`src/rtl/uart_rx_vote_sampler.sv`:
```
// rtl/uart_rx_vote_sampler.sv - oversampling majority-vote bit sampler for the UART receiver
module uart_rx_vote_sampler #(
  parameter int PRESCALE_WIDTH  = 6,
  parameter int SYNC_STAGES     = 2,
  parameter int NOISE_CNT_WIDTH = 8
) (
  input  logic                       CLK_SAMP,
  input  logic                       RST_SAMP,
  input  logic [PRESCALE_WIDTH-1:0]  Prescale_SAMP,
  input  logic [1:0]                 samp_mode,
  input  logic                       RX_IN_SAMP,
  input  logic                       dat_samp_en_SAMP,
  input  logic [PRESCALE_WIDTH-1:0]  edge_cnt_SAMP,
  input  logic                       noise_clr,
  output logic                       sampled_bit_SAMP,
  output logic                       samp_valid,
  output logic                       noise_err,
  output logic [NOISE_CNT_WIDTH-1:0] noise_cnt,
  output logic                       cfg_err
);

  localparam int CW = PRESCALE_WIDTH + 1;

  logic rx_s;

  generate
    if (SYNC_STAGES == 0) begin : g_nosync
      assign rx_s = RX_IN_SAMP;
    end else begin : g_sync
      logic [SYNC_STAGES-1:0] sync_q;
      always_ff @(posedge CLK_SAMP or negedge RST_SAMP) begin
        if (!RST_SAMP) begin
          sync_q <= '1;
        end else begin
          sync_q[0] <= RX_IN_SAMP;
          for (int i = 1; i < SYNC_STAGES; i++) begin
            sync_q[i] <= sync_q[i-1];
          end
        end
      end
      assign rx_s = sync_q[SYNC_STAGES-1];
    end
  endgenerate

  logic [PRESCALE_WIDTH-1:0] cfg_p;
  logic [1:0]                cfg_mode;

  // Config only follows the inputs between frames so a bit never sees a half-changed window.
  always_ff @(posedge CLK_SAMP or negedge RST_SAMP) begin
    if (!RST_SAMP) begin
      cfg_p    <= '0;
      cfg_mode <= 2'b01;
      cfg_err  <= 1'b0;
    end else if (!dat_samp_en_SAMP) begin
      cfg_p    <= Prescale_SAMP;
      cfg_mode <= samp_mode;
      cfg_err  <= (Prescale_SAMP < PRESCALE_WIDTH'(2));
    end
  end

  logic          illegal;
  logic [CW-1:0] centre;
  logic [CW-1:0] win_lo;
  logic [CW-1:0] edge_w;
  logic [2:0]    n_req;
  logic [2:0]    n_eff;
  logic [1:0]    k;
  logic [2:0]    ones;
  logic [2:0]    samps;
  logic [2:0]    base_ones;
  logic [2:0]    base_samps;
  logic [2:0]    ones_next;
  logic          hit;
  logic          last;

  assign illegal = (cfg_p < PRESCALE_WIDTH'(2));
  assign centre  = CW'(cfg_p >> 1) - CW'(1);
  assign edge_w  = CW'(edge_cnt_SAMP);

  always_comb begin
    n_req = 3'd3;
    n_eff = 3'd1;
    case (cfg_mode)
      2'b00:   n_req = 3'd1;
      2'b10:   n_req = 3'd5;
      default: n_req = 3'd3;
    endcase
    // Shrink the window until it fits below the centre sample.
    if (centre >= CW'(2))      n_eff = n_req;
    else if (centre == CW'(1)) n_eff = (n_req == 3'd5) ? 3'd3 : n_req;
    else                       n_eff = 3'd1;
  end

  assign k      = n_eff[2:1];
  assign win_lo = centre - CW'(k);

  // Edge 0 starts a fresh bit; a sample counts only if it is the next expected window edge.
  always_comb begin
    base_ones  = (edge_cnt_SAMP == '0) ? 3'd0 : ones;
    base_samps = (edge_cnt_SAMP == '0) ? 3'd0 : samps;
    ones_next  = base_ones + {2'b00, rx_s};
    hit        = dat_samp_en_SAMP && !illegal && (base_samps < n_eff) &&
                 (edge_w == win_lo + CW'(base_samps));
    last       = hit && (base_samps == n_eff - 3'd1);
  end

  always_ff @(posedge CLK_SAMP or negedge RST_SAMP) begin
    if (!RST_SAMP) begin
      ones             <= 3'd0;
      samps            <= 3'd0;
      sampled_bit_SAMP <= 1'b1;
      samp_valid       <= 1'b0;
      noise_err        <= 1'b0;
    end else if (!dat_samp_en_SAMP) begin
      ones             <= 3'd0;
      samps            <= 3'd0;
      sampled_bit_SAMP <= 1'b1;
      samp_valid       <= 1'b0;
      noise_err        <= 1'b0;
    end else begin
      samp_valid <= 1'b0;
      if (last) begin
        sampled_bit_SAMP <= (ones_next > {1'b0, k});
        noise_err        <= (ones_next != 3'd0) && (ones_next != n_eff);
        samp_valid       <= 1'b1;
        ones             <= 3'd0;
        samps            <= 3'd0;
      end else if (hit) begin
        ones  <= ones_next;
        samps <= base_samps + 3'd1;
      end else begin
        ones  <= base_ones;
        samps <= base_samps;
      end
    end
  end

  always_ff @(posedge CLK_SAMP or negedge RST_SAMP) begin
    if (!RST_SAMP) begin
      noise_cnt <= '0;
    end else if (noise_clr) begin
      noise_cnt <= '0;
    end else if (samp_valid && noise_err && (noise_cnt != '1)) begin
      noise_cnt <= noise_cnt + NOISE_CNT_WIDTH'(1);
    end
  end

endmodule

```
`config.mk`:
```
export PLATFORM = sky130hd
export DESIGN_NAME = uart_rx_vote_sampler
export DESIGN_NICKNAME = d
export VERILOG_FILES = /design/src/rtl/uart_rx_vote_sampler.sv
export SDC_FILE = /design/constraint.sdc
export NUM_CORES = 1
export LEC_CHECK = 0
export CAP_MARGIN = 20
export CORE_MARGIN = 3
export CORE_UTILIZATION = 35
export DETAILED_ROUTE_END_ITERATION = 6
export SETUP_SLACK_MARGIN = 0.05
export SLEW_MARGIN = 20
export SYNTH_ARGS = -nofsm -noshare
export SYNTH_HDL_FRONTEND = slang
export SYNTH_SLANG_ARGS = --single-unit
```
`constraint.sdc`:
```
create_clock -name CLK_SAMP -period 6.59 [get_ports CLK_SAMP]
set_input_delay 0.9885 -clock CLK_SAMP [delete_from_list [all_inputs] [get_ports CLK_SAMP]]
set_output_delay 0.9885 -clock CLK_SAMP [all_outputs]
set_load 0.005 [all_outputs]
```
Word-level counts from Yosys, hierarchy flattened
Index checks and enable logic that the tools add are counted.
{"block": "classes", "n_lt_le_gt_ge": 5, "addsub": 7, "reduce_logical": 12, "n_eq_ne": 8, "mux": 20}
{"operator": "$mux 3", "count": 11}
{"operator": "$mux 8", "count": 2}
{"operator": "$lt 6x2->1 const B", "count": 2}
{"operator": "$add 8x1->8 const B", "count": 1}
{"operator": "$ne 8x8->1 const B", "count": 1}
{"operator": "$add 7x3->7", "count": 1}
{"operator": "$eq 6x7->1", "count": 1}
{"operator": "$eq 7x1->1 const B", "count": 1}
{"operator": "$ge 7x2->1 const B", "count": 1}
{"operator": "$logic_and 1x1->1", "count": 7}
{"operator": "$sub 6x3->7", "count": 1}
{"operator": "$logic_not 6->1", "count": 1}
{"operator": "$mux 1", "count": 6}
{"operator": "$pmux 3 s2", "count": 1}
{"operator": "$sub 5x1->6 const B", "count": 1}
{"operator": "$add 3x1->3", "count": 1}
{"operator": "$add 3x1->3 const B", "count": 1}
{"operator": "$eq 3x3->1", "count": 1}
{"operator": "$eq 3x3->1 const B", "count": 1}
{"operator": "$gt 3x2->1", "count": 1}
{"operator": "$lt 3x3->1", "count": 1}
{"operator": "$ne 3x3->1", "count": 1}
{"operator": "$reduce_bool 3->1", "count": 1}
{"operator": "$sub 3x1->3 const B", "count": 1}
{"operator": "5 further kinds", "count": 5}
{"block": "word_totals", "ff_bits": 28, "word_cells": 62}

Longest topological paths before layout
Gate-level depths: netlist of run 1.
{"block": "depth", "depth_word": 13, "ltp_mapped": 23}

Least setup slack after synthesis of run 1
No wires, ideal clock.
{"block": "synth_path", "path_type": "register -> register", "start": "reg cfg_p[2]", "end": "reg samps[2]", "setup_slack_ns": 1.497, "setup_ns": 0.120, "period_less_slack_ns": 5.093, "stages_incl_launch_ff": 21, "arrival_time_ns": 4.973, "cell_sequence": "dfrtp_1 or4_4 or2_2 ha_1 and4b_2 a31oi_4 and4bb_4 a211oi_4 inv_1 ha_1 inv_1 ha_1 inv_1 fa_1 xnor3_1 a31o_2 nor4_1 o2111ai_1 or2_2 o2111a_1 a31o_2"}
{"block": "synth_via", "elab_chain_cells": 11, "elab_cells_between_ends": 20, "classes_between": "4 x add/sub; 3 x order compare; 3 x eq/ne; 5 x mux; 5 x reduce/logical"}
{"item": "from (decl)", "line_no": "45", "rtl": "logic [PRESCALE_WIDTH-1:0] cfg_p;"}
{"item": "from (signal assigned)", "line_no": "55", "rtl": "cfg_p <= Prescale_SAMP;"}
{"item": "parallel branches: the longest is 9 deep, another holds $ge 7x2->1"}
{"item": "$mux 3 (*)", "line_no": "122", "rtl": "if (last) begin"}
{"item": "$mux 3 (*)", "line_no": "114", "rtl": "end else if (!dat_samp_en_SAMP) begin"}
{"item": "to (signal assigned)", "line_no": "130", "rtl": "samps <= base_samps + 3'd1;"}
{"item": "to (signal assigned)", "line_no": "133", "rtl": "samps <= base_samps;"}
{"item": "to (decl)", "line_no": "69", "rtl": "logic [2:0] samps;"}
Every way passes the cells marked *.
A chain may end at the register's enable or synchronous reset.

Worst setup path in the final report of run 1
{"block": "layout_path", "start": "reg cfg_p[2]", "end": "reg noise_err"}
{"block": "layout_via", "elab_chain_cells": 10, "elab_cells_between_ends": 22, "classes_between": "4 x add/sub; 3 x order compare; 5 x eq/ne; 4 x mux; 6 x reduce/logical"}
{"item": "parallel branches: the longest is 10 deep, another holds $ge 7x2->1"}
{"item": "to (signal assigned)", "line_no": "124", "rtl": "noise_err <= (ones_next != 3'd0) && (ones_next != n_eff);"}
{"item": "to (decl)", "line_no": "17", "rtl": "output logic noise_err,"}
Several ways; the timed one is not identified. The select of a mux whose other input is x is not followed.

==> results of run 1 <==
-- flip-flops by register name, indices dropped and copies added, names as in the netlist --
register and count:
noise_cnt 8, cfg_p 5, ones 3, samps 3, cfg_mode 2, g_sync.sync_q 2
cfg_err 1, noise_err 1, samp_valid 1, sampled_bit_SAMP 1
-- cell type report --
type	instances	area share, %
repair buffers	30	11.76
flip-flops and latches	27	26.89
inverters	20	2.966
clock inverters	1	0.2966
well taps	72	3.559
clock buffers	3	1.631
multi-input cells	171	52.89
-- where the power goes --
part	leakage, nW	internal, mW	switching (mW)
registers	0.350	0.172	0.00778
logic	0.738	0.0921	0.0971
clock network	0.0217	0.0429	0.0543
-- layer usage --
layer	part of all wire (%)	GRT usage [%]	routed length (um)	vias to the layer above
met5	0	0	0	-
met4	0.85	2.632	35	0
met3	2.6	1.974	108	4
met2	45	20.97	1825	23
met1	52	16.99	2131	762
li1	-	-	-	839
-- worst register-to-register path: stages, from the launching register on --
cell	delay, ns
dfrtp_1	0.46
or4_4	0.58
or2_2	0.31
ha_1	0.22
and4b_2	0.24
a31oi_4	0.21
and4bb_4	0.24
a211oi_4	0.25
inv_1	0.12
ha_1	0.30
inv_1	0.06
ha_1	0.15
inv_1	0.05
fa_1	0.38
xnor3_1	0.36
a31o_2	0.22
nor4_1	0.15
o2111ai_1	0.18
a211oi_2	0.59
nand2_1	0.24
mux2i_1	0.17
-- worst min path at each step --
| stage | startpoint | endpoint | slack (ns) |
|---|---|---|---|
| after global routing | g_sync.sync_q[0]$_DFF_PN1_ | g_sync.sync_q[1]$_DFF_PN1_ | 0.37 |
| after floorplan | g_sync.sync_q[0]$_DFF_PN1_ | g_sync.sync_q[1]$_DFF_PN1_ | 0.35 |
| final | g_sync.sync_q[0]$_DFF_PN1_ | g_sync.sync_q[1]$_DFF_PN1_ | 0.36 |
| after detailed placement | g_sync.sync_q[0]$_DFF_PN1_ | g_sync.sync_q[1]$_DFF_PN1_ | 0.35 |
| after CTS | g_sync.sync_q[0]$_DFF_PN1_ | g_sync.sync_q[1]$_DFF_PN1_ | 0.36 |
| after global placement | g_sync.sync_q[0]$_DFF_PN1_ | g_sync.sync_q[1]$_DFF_PN1_ | 0.35 |
-- cells by family after synthesis --
| family | Yosys count |
|---|---|
| mux | 10 |
| compound gates | 38 |
| flops | 27 |
| simple gates | 82 |
| fa+ha+maj | 23 |
| buf+inv | 25 |
| xor+xnor | 18 |
-- stage by stage --
stage	hold WS, ns	instances	setup WS [ns]	cell area, sq um
after floorplan	0.3452	223	1.497	2118
after global placement	0.3467	320	0.9787	2482
after detailed placement	0.3472	320	1.001	2482
after CTS	0.3629	324	0.9761	2531
after global routing	0.3723	324	0.5120	2531
final	0.3607	324	1.026	2531
-- placed cells by master, fill, tap and decap left out, types with 6 or more instances in the layout --
| cell | n |
|---|---|
| nand3_1 | 7 |
| ha_1 | 21 |
| xnor2_1 | 9 |
| xor2_1 | 8 |
| nor2_1 | 17 |
| mux2_2 | 7 |
| clkdlybuf4s50_1 | 29 |
| o21ai_0 | 6 |
| inv_1 | 20 |
| dfrtp_1 | 23 |
| nand2_1 | 20 |
==> flow_metrics.py, run 1 <==
metrics = {
    "floorplanning": {
        "die_y_um": 83.80,
        "core_sq_um": 5675,
        "start_util_pct": 37.32,
        "core.rowCount": 27,
        "io_pins": 31,
        "die_w_um": 83.80,
        "die_area_sq_um": 7022,
    },
    "worst_setup_path": {
        "path_depth": 20,
        "crit_arrival_ns": 5.73,
        "reg2reg_depth": 20,
        "criticalPathCategory": "register to register",
        "crit_family": "simple AND/OR/NAND/NOR gates",
        "worstReg2RegEnd": "noise_err$_DFFE_PN0P_",
        "cp.buffers_inverters": 3,
        "cp-end-kind": "register",
        "r2r-start": "cfg_p[2]$_DFFE_PN0N_",
        "cpPeakStageDelay_ns": 0.59,
        "start_kind": "register",
        "cp_slowest_cell": "a211oi_2",
        "cp_max_fo": 11,
        "r2r_slack_ns": 1.03,
        "crit_chain": "or4_4 -> or2_2 -> ha_1 -> and4b_2 -> a31oi_4 -> and4bb_4 -> a211oi_4 -> inv_1 -> ha_1 -> inv_1 -> ha_1 -> inv_1 -> fa_1 -> xnor3_1 -> a31o_2 -> nor4_1 -> o2111ai_1 -> a211oi_2 -> nand2_1 -> mux2i_1",
        "crit_end": "noise_err$_DFFE_PN0P_",
        "critPathRequiredTime_ns": 6.76,
        "cp-startpoint": "cfg_p[2]$_DFFE_PN0N_",
    },
    "yosys": {
        "synthTopCellsByArea": "dfrtp_1 27%, ha_1 12%, dfstp_2 5.0%",
        "yosysUniqueCellTypes": 57,
        "synth_xor_area_share_pct": 8.092,
        "synth_mux_area_share_pct": 5.139,
        "synth_area_sq_um": 2118,
        "synth_top_area_share_pct": 27.17,
        "synth-compound-area-share_pct": 15.48,
        "ys_top_cells_by_count": "23 x dfrtp_1, 21 x ha_1, 20 x inv_1, 20 x nand2_1, 17 x nor2_1",
        "synth-main-ff-cell": "dfrtp_1",
        "synthMostInstantiatedCell": "dfrtp_1",
        "syn_inst": 223,
        "yosysWarnings": 0,
        "ys_ff_latch": 27,
        "synth_fa_ha_area_share_pct": 13.82,
        "yosys.area_share.simple_pct": 20.67,
        "synth-seq-area-share_pct": 32.13,
        "synth_top_cell_by_area": "dfrtp_1",
        "avgSynthCellArea_sq_um": 9.499,
        "synthArstFlopShare_pct": 100.0,
        "synth_enable_flop_cells": 0,
        "synth_top_family_by_area": "simple AND/OR/NAND/NOR gates",
        "synth_fp_nets": 264,
    },
    "cells_and_area": {
        "ff_latch_area_sq_um": 680.7,
        "final_core_utilization_pct": 44.60,
        "area_delta_synth_final_pct": 19.49,
        "drive_gt1_share_pct": 12.30,
        "multiInputGateArea_sq_um": 1339,
        "fillCellCount": 576,
        "fin_nets": 294,
        "insertedDiodeCount": 0,
    },
    "place": {
        "portBuffers": 29,
        "dp_hpwl_um": 3262,
        "routabilityCongestion": 0.8565,
    },
    "clock_tree": {
        "clkSinkCount": 27,
        "cts_root_buffer": "clkbuf_8",
        "htree_levels": 1,
        "ctsLongestPathBuffers": 2,
        "path_clk_slew_ns": 0.10,
        "cts_tree": "yes",
        "cts_hold_buf": 0,
        "clock_latency_ns": 0.27,
        "cts_buffers": 3,
        "cts_setup_buffers": 0,
        "cts_resized": 0,
    },
    "timing": {
        "min_period_ns": 5.564,
        "rsz0062_at_grt": "false",
        "finalMaxSlewViolations": 0,
        "setup_viol": 0,
        "worst_pin_slew_ns": 0.7353,
        "period_share_pct": 84.43,
        "hold_violations": 0,
        "timing.slew.headroom_pct": 50.83,
        "final.setup_skew_ns": 0.006605,
        "fmax_mhz": 179.7,
        "final.setup.tns_ns": 0,
    },
    "detailed_routing": {
        "avgRoutedWirePerCell_um": 12.66,
        "viasPerCell": 5.025,
        "drt_wl_total_um": 4101,
        "drc": 0,
        "drtIter0Drc": 95,
        "ant_nets": 0,
        "route.vias.total": 1628,
        "dr.pass1.iters": 4,
    },
    "pwr": {
        "powerDensity_nw_per_um2": 184.3,
        "finalPower_mw": 0.4664,
        "p_leak_nw": 1.110,
        "peakVddDrop_v": 0.0001260,
    },
    "global_route": {
        "grt_max_degree": 28,
        "grt_pass1_vias": 1679,
        "grt_pass1_wl_um": 7383,
        "grt_usage_pct": 12.51,
        "grt_antenna_before_repair": 0,
        "grt_overflow": 0,
    },
    "worst_hold_path": {
        "hold_class": "register to register",
        "whs_path_depth": 0,
    },
    "run_status": {
        "status": "finished, final reports clean",
    },
    "flow_run": {
        "cap_violations": 0,
    },
}
Power figures use the tool's default switching activity.
==> inputs of run 2 (changes only) <==
Clock period 6.59 ns to 5.3 ns, I/O delays scaled along.
==> run 2 against run 1 <==
Compared with the run above: cell area is 5.1% higher; final cell count grew 3.7%; global-route usage is essentially flat; first-iteration DRC count grew 7.4%; combinational power increased by 42%; register-to-register slack worse by 0.79 ns; worst hold slack improved by 0.0012 ns; wire length grew 5.7%; clock-buffer cell count unchanged; utilization is 2.3 points higher; critical endpoint is now samps[2]$_DFF_PN0_; non-clock buffer count is 12 higher; critical path type unchanged.
==> flow_metrics.py, run 2 (synthesis gave the netlist of run 1 again) <==
metrics = {
    "cells_and_area": {
        "area_delta_synth_final_pct": 25.63,
        "fillCellCount": 557,
        "final_core_utilization_pct": 46.89,
        "final_cell_mix": "29 x clkdlybuf4s50_1, 23 x dfrtp_1, 20 x inv_1, 20 x nand2_1, 20 x ha_1",
        "multiInputGateArea_sq_um": 1380,
        "layout_commonest_cell": "clkdlybuf4s50_1",
        "fin_nets": 306,
        "insertedDiodeCount": 0,
        "largest-register": "noise_cnt",
        "top_regs": "noise_cnt (8), cfg_p (5)",
        "postLayoutCellArea_sq_um": 2661,
        "largest_reg_flops": 8,
        "ff_latch_area_sq_um": 680.7,
        "finalNonFillerCells": 336,
        "drive_gt1_share_pct": 18.56,
    },
    "worst_setup_path": {
        "crit_chain": "or4_4 -> or2_4 -> ha_1 -> and4b_2 -> a31oi_4 -> buf_6 -> nor2_1 -> a211oi_4 -> inv_1 -> ha_1 -> inv_1 -> ha_1 -> inv_1 -> fa_2 -> xnor3_1 -> a31o_2 -> nor4_4 -> o2111ai_2 -> or2_4 -> o2111a_1 -> a31o_2",
        "critPathRequiredTime_ns": 5.46,
        "cpPeakStageDelay_ns": 0.56,
        "r2r_slack_ns": 0.23,
        "crit_arrival_ns": 5.23,
        "cp-end-kind": "register",
        "cp-startpoint": "cfg_p[3]$_DFFE_PN0N_",
        "cp_max_fo": 3,
        "criticalPathCategory": "register to register",
        "reg2reg_depth": 21,
        "r2r-start": "cfg_p[3]$_DFFE_PN0N_",
        "start_kind": "register",
        "cp_slowest_cell": "or4_4",
        "worstReg2RegEnd": "samps[2]$_DFF_PN0_",
        "crit_end": "samps[2]$_DFF_PN0_",
    },
    "floorplanning": {
        "io_pins": 31,
        "die_y_um": 83.80,
        "die_w_um": 83.80,
        "core_sq_um": 5675,
        "start_util_pct": 37.32,
        "die_area_sq_um": 7022,
        "core.rowCount": 27,
    },
    "timing": {
        "timing.slew.headroom_pct": 48.60,
        "fin_hold_ws_ns": 0.3619,
        "min_period_ns": 5.066,
        "finalMaxSlewViolations": 0,
        "final.setup_skew_ns": 0.008308,
        "hold_violations": 0,
        "final.setup.tns_ns": 0,
        "worst_pin_slew_ns": 0.7686,
        "fin_ws_ns": 0.2338,
        "setup_viol": 0,
        "rsz0062_at_grt": "true",
        "fmax_mhz": 197.4,
        "period_share_pct": 95.59,
    },
    "clock_tree": {
        "cts_tree": "yes",
        "path_clk_slew_ns": 0.10,
        "clkSinkCount": 27,
        "clock_latency_ns": 0.27,
        "cts_setup_buffers": 0,
        "htree_levels": 1,
        "cts_root_buffer": "clkbuf_8",
        "cts_buffers": 3,
        "ctsLongestPathBuffers": 2,
    },
    "place": {
        "placed_cells": 331,
        "portBuffers": 29,
        "pre_cts_slack_ns": 0.1255,
        "dpl-instance-area_sq_um": 2565,
        "routabilityCongestion": 0.8631,
        "dp_hpwl_um": 3333,
    },
    "pwr": {
        "p_int_mw": 0.3978,
        "combPwrFrac_pct": 44.3,
        "p_clk_share_pct": 19.4,
        "p_seq_share_pct": 36.3,
        "finalPower_mw": 0.6068,
        "peakVddDrop_v": 0.0001172,
        "p_leak_nw": 1.181,
        "powerDensity_nw_per_um2": 228.0,
        "swShare_pct": 34.44,
        "switchingPower_mw": 0.2090,
    },
    "global_route": {
        "grt_antenna_before_repair": 0,
        "grt_pass1_wl_um": 7369,
        "grt_max_degree": 28,
        "grt_usage_pct": 12.48,
        "grt_pass1_vias": 1704,
        "grt_overflow": 0,
    },
    "detailed_routing": {
        "drt_wl_total_um": 4333,
        "avgRoutedWirePerCell_um": 12.90,
        "viasPerCell": 5.021,
        "dr.pass1.iters": 4,
        "drc": 0,
        "route.vias.total": 1687,
        "ant_nets": 0,
        "drtIter0Drc": 102,
    },
    "run_status": {
        "status": "finished, final reports clean",
    },
    "flow_run": {
        "cap_violations": 0,
    },
    "worst_hold_path": {
        "hold_class": "register to register",
    },
}
## run 2: worst min path at each step
stage	start	to	slack [ns]	cells after the start
2_1_floorplan	g_sync.sync_q[0]$_DFF_PN1_	g_sync.sync_q[1]$_DFF_PN1_	0.35	0
3_3_place_gp	g_sync.sync_q[0]$_DFF_PN1_	g_sync.sync_q[1]$_DFF_PN1_	0.35	0
3_5_place_dp	g_sync.sync_q[0]$_DFF_PN1_	g_sync.sync_q[1]$_DFF_PN1_	0.35	0
4_1_cts	g_sync.sync_q[0]$_DFF_PN1_	g_sync.sync_q[1]$_DFF_PN1_	0.36	0
5_1_grt	g_sync.sync_q[0]$_DFF_PN1_	g_sync.sync_q[1]$_DFF_PN1_	0.37	0
6_report	g_sync.sync_q[0]$_DFF_PN1_	g_sync.sync_q[1]$_DFF_PN1_	0.36	0
## run 2: worst max-delay path: cells and delay by family (launching register included)
family / cells / cell delay (ns)
compound gates: 6 / 1.24
buf+inv: 4 / 0.33
fa+ha+maj: 4 / 0.99
flops: 1 / 0.39
simple gates: 6 / 1.65
xor+xnor: 1 / 0.36
## run 2: layout make-up
class | instances | area share (%)
clock buffer | 3 | 1.551
clock inverter | 1 | 0.1881
inverter | 20 | 2.821
multi-input combinational | 171 | 51.86
sequential | 27 | 25.58
tap | 72 | 3.385
timing repair buffer | 42 | 14.62
## run 2: routing by layer
layer | track usage (%) | routed length (um) | vias to the layer above
li1 | - | - | 867
met1 | 17.26 | 2172 | 792
met2 | 20.17 | 2004 | 26
met3 | 2.468 | 131 | 2
met4 | 2.632 | 24 | 0
met5 | 0 | 0 | -
## run 2: power by group through the flow
stage          registers, mW  clock network, mW  logic (mW)
2_1_floorplan          0.225                  0       0.182
3_3_place_gp           0.224                  0       0.252
3_5_place_dp           0.224                  0       0.254
4_1_cts                0.220              0.125       0.256
5_1_grt                0.221              0.133       0.301
6_report               0.220              0.118       0.269
## run 2: timing repair
| item | 4_1_cts | 5_1_grt |
|---|---|---|
| hold buffers | 0 | 0 |
| endpoints found under the setup margin | 0 | 9 |
| resized for setup | 0 | 13 |
==> inputs of run 3 (changes only) <==
Settings changed: CORE_MARGIN 3 to 2.
Clock period 5.3 ns to 6.2 ns, I/O delays scaled along.
==> run 3 against run 2 <==
Compared with the run above: first-iteration DRC count fell by 63%; maximum frequency shrank 7.6%; sequential share of layout area grew 1.2 points; global-route usage up 1.2 points; final cell count fell by 2.4%; largest cell class unchanged; largest power group unchanged; highest routed layer unchanged.
==> flow_metrics.py, run 3 (synthesis gave the netlist of run 1 again) <==
metrics = {
    "worst_setup_path": {
        "critPathRequiredTime_ns": 6.37,
        "r2r-start": "cfg_p[2]$_DFFE_PN0N_",
        "start_kind": "register",
        "cp_max_fo": 8,
        "crit_arrival_ns": 5.65,
        "worstReg2RegEnd": "samps[2]$_DFF_PN0_",
        "cp-end-kind": "register",
        "criticalPathCategory": "register to register",
        "r2r_slack_ns": 0.72,
        "reg2reg_depth": 20,
    },
    "place": {
        "routabilityCongestion": 0.8029,
        "placed_cells": 324,
        "pre_cts_slack_ns": 0.7111,
        "portBuffers": 29,
        "dp_hpwl_um": 3233,
        "dpl-instance-area_sq_um": 2494,
    },
    "timing": {
        "finalMaxSlewViolations": 0,
        "final.setup.tns_ns": 0,
        "fin_hold_ws_ns": 0.3617,
        "worst_pin_slew_ns": 0.7513,
        "fin_ws_ns": 0.7177,
        "rsz0062_at_grt": "false",
        "timing.slew.headroom_pct": 49.76,
        "period_share_pct": 88.42,
        "setup_viol": 0,
        "final.setup_skew_ns": 0.01104,
        "hold_violations": 0,
        "min_period_ns": 5.482,
        "fmax_mhz": 182.4,
    },
    "clock_tree": {
        "cts_buffers": 3,
        "cts_tree": "yes",
        "cts_setup_buffers": 0,
        "path_clk_slew_ns": 0.10,
        "cts_hold_buf": 0,
        "ctsLongestPathBuffers": 2,
        "clock_latency_ns": 0.28,
        "cts_resized": 0,
        "htree_levels": 1,
        "cts_root_buffer": "clkbuf_8",
        "clkSinkCount": 27,
    },
    "worst_hold_path": {
        "hold-path-endpoint": "g_sync.sync_q[1]$_DFF_PN1_",
        "hold_class": "register to register",
        "whs_path_depth": 0,
        "hold_start": "g_sync.sync_q[0]$_DFF_PN1_",
    },
    "pwr": {
        "powerDensity_nw_per_um2": 196.2,
        "swShare_pct": 34.32,
        "p_leak_nw": 1.115,
        "p_seq_share_pct": 38.4,
        "p_clk_share_pct": 20.9,
        "combPwrFrac_pct": 40.7,
        "peakVddDrop_v": 0.0001419,
        "finalPower_mw": 0.4988,
        "switchingPower_mw": 0.1712,
        "p_int_mw": 0.3276,
    },
    "cells_and_area": {
        "multiInputGateArea_sq_um": 1339,
        "top_regs": "noise_cnt (8), cfg_p (5)",
        "largest_reg_flops": 8,
        "finalNonFillerCells": 328,
        "area_delta_synth_final_pct": 20.02,
        "final_core_utilization_pct": 43.20,
        "ff_latch_area_sq_um": 680.7,
        "postLayoutCellArea_sq_um": 2542,
        "fillCellCount": 601,
        "insertedDiodeCount": 0,
        "largest-register": "noise_cnt",
        "final_cell_mix": "29 x clkdlybuf4s50_1, 23 x dfrtp_1, 21 x ha_1, 20 x inv_1, 20 x nand2_1",
        "fin_nets": 295,
        "drive_gt1_share_pct": 12.65,
        "layout_commonest_cell": "clkdlybuf4s50_1",
    },
    "floorplanning": {
        "die_w_um": 81.80,
        "io_pins": 31,
        "start_util_pct": 35.99,
        "die_area_sq_um": 6690,
        "core_sq_um": 5886,
        "core.rowCount": 28,
        "die_y_um": 81.80,
    },
    "detailed_routing": {
        "drt_wl_total_um": 4103,
        "viasPerCell": 4.912,
        "drtIter0Drc": 38,
        "route.vias.total": 1611,
        "drc": 0,
        "avgRoutedWirePerCell_um": 12.51,
        "dr.pass1.iters": 4,
        "ant_nets": 0,
    },
    "flow_run": {
        "cap_violations": 0,
    },
    "run_status": {
        "status": "finished, final reports clean",
    },
    "global_route": {
        "grt_pass1_wl_um": 7217,
        "grt_pass1_vias": 1671,
        "grt_max_degree": 28,
        "grt_antenna_before_repair": 0,
        "grt_usage_pct": 13.69,
        "grt_overflow": 0,
    },
}
-- run 3: layer usage --
| layer | global-route usage [%] | part of all wire, % | vias to the layer above |
|---|---|---|---|
| met5 | 0 | 0 | - |
| met4 | 2.500 | 0.44 | 0 |
| met3 | 2.308 | 3.1 | 2 |
| met2 | 23.82 | 47 | 20 |
| met1 | 17.99 | 50 | 748 |
| li1 | - | - | 841 |
-- run 3: power groups by stage --
stage	Sequential (mW)	Clock (mW)	Combinational, mW
6_report	0.192	0.104	0.203
5_1_grt	0.193	0.114	0.232
4_1_cts	0.192	0.108	0.206
3_5_place_dp	0.195	0	0.204
3_3_place_gp	0.195	0	0.201
2_1_floorplan	0.193	0	0.156
-- run 3: worst max path at each step --
stage | startpoint | to | slack (ns) | cells past startpoint
floorplan | cfg_p[2]$_DFFE_PN0N_ | samps[2]$_DFF_PN0_ | 1.11 | 20
global placement | cfg_p[2]$_DFFE_PN0N_ | samps[2]$_DFF_PN0_ | 0.80 | 20
detailed placement | cfg_p[2]$_DFFE_PN0N_ | samps[2]$_DFF_PN0_ | 0.71 | 20
CTS | cfg_p[2]$_DFFE_PN0N_ | samps[2]$_DFF_PN0_ | 0.69 | 20
global route | cfg_p[1]$_DFFE_PN0N_ | samps[2]$_DFF_PN0_ | 0.40 | 22
finish | cfg_p[2]$_DFFE_PN0N_ | samps[2]$_DFF_PN0_ | 0.72 | 20
-- run 3: cell type report --
cell class	count	share of cell area, %
clock buffer	3	1.624
sequential	27	26.77
multi-input combinational	171	52.66
inverter	20	2.953
clock inverter	1	0.2953
tap	75	3.691
timing repair buffer	31	12.01
-- run 3: critical path: stages, from the launching register on --
cell       delay (ns)
dfrtp_1          0.47
or4_4            0.58
or2_2            0.31
ha_1             0.22
and4b_2          0.24
a31oi_4          0.22
and4bb_4         0.24
a211oi_4         0.25
inv_1            0.12
ha_1             0.30
inv_1            0.05
ha_1             0.15
inv_1            0.05
fa_1             0.39
xnor3_1          0.38
a31o_2           0.22
nor4_1           0.21
o2111ai_1        0.20
or2_2            0.34
o2111a_1         0.24
a31o_2           0.20
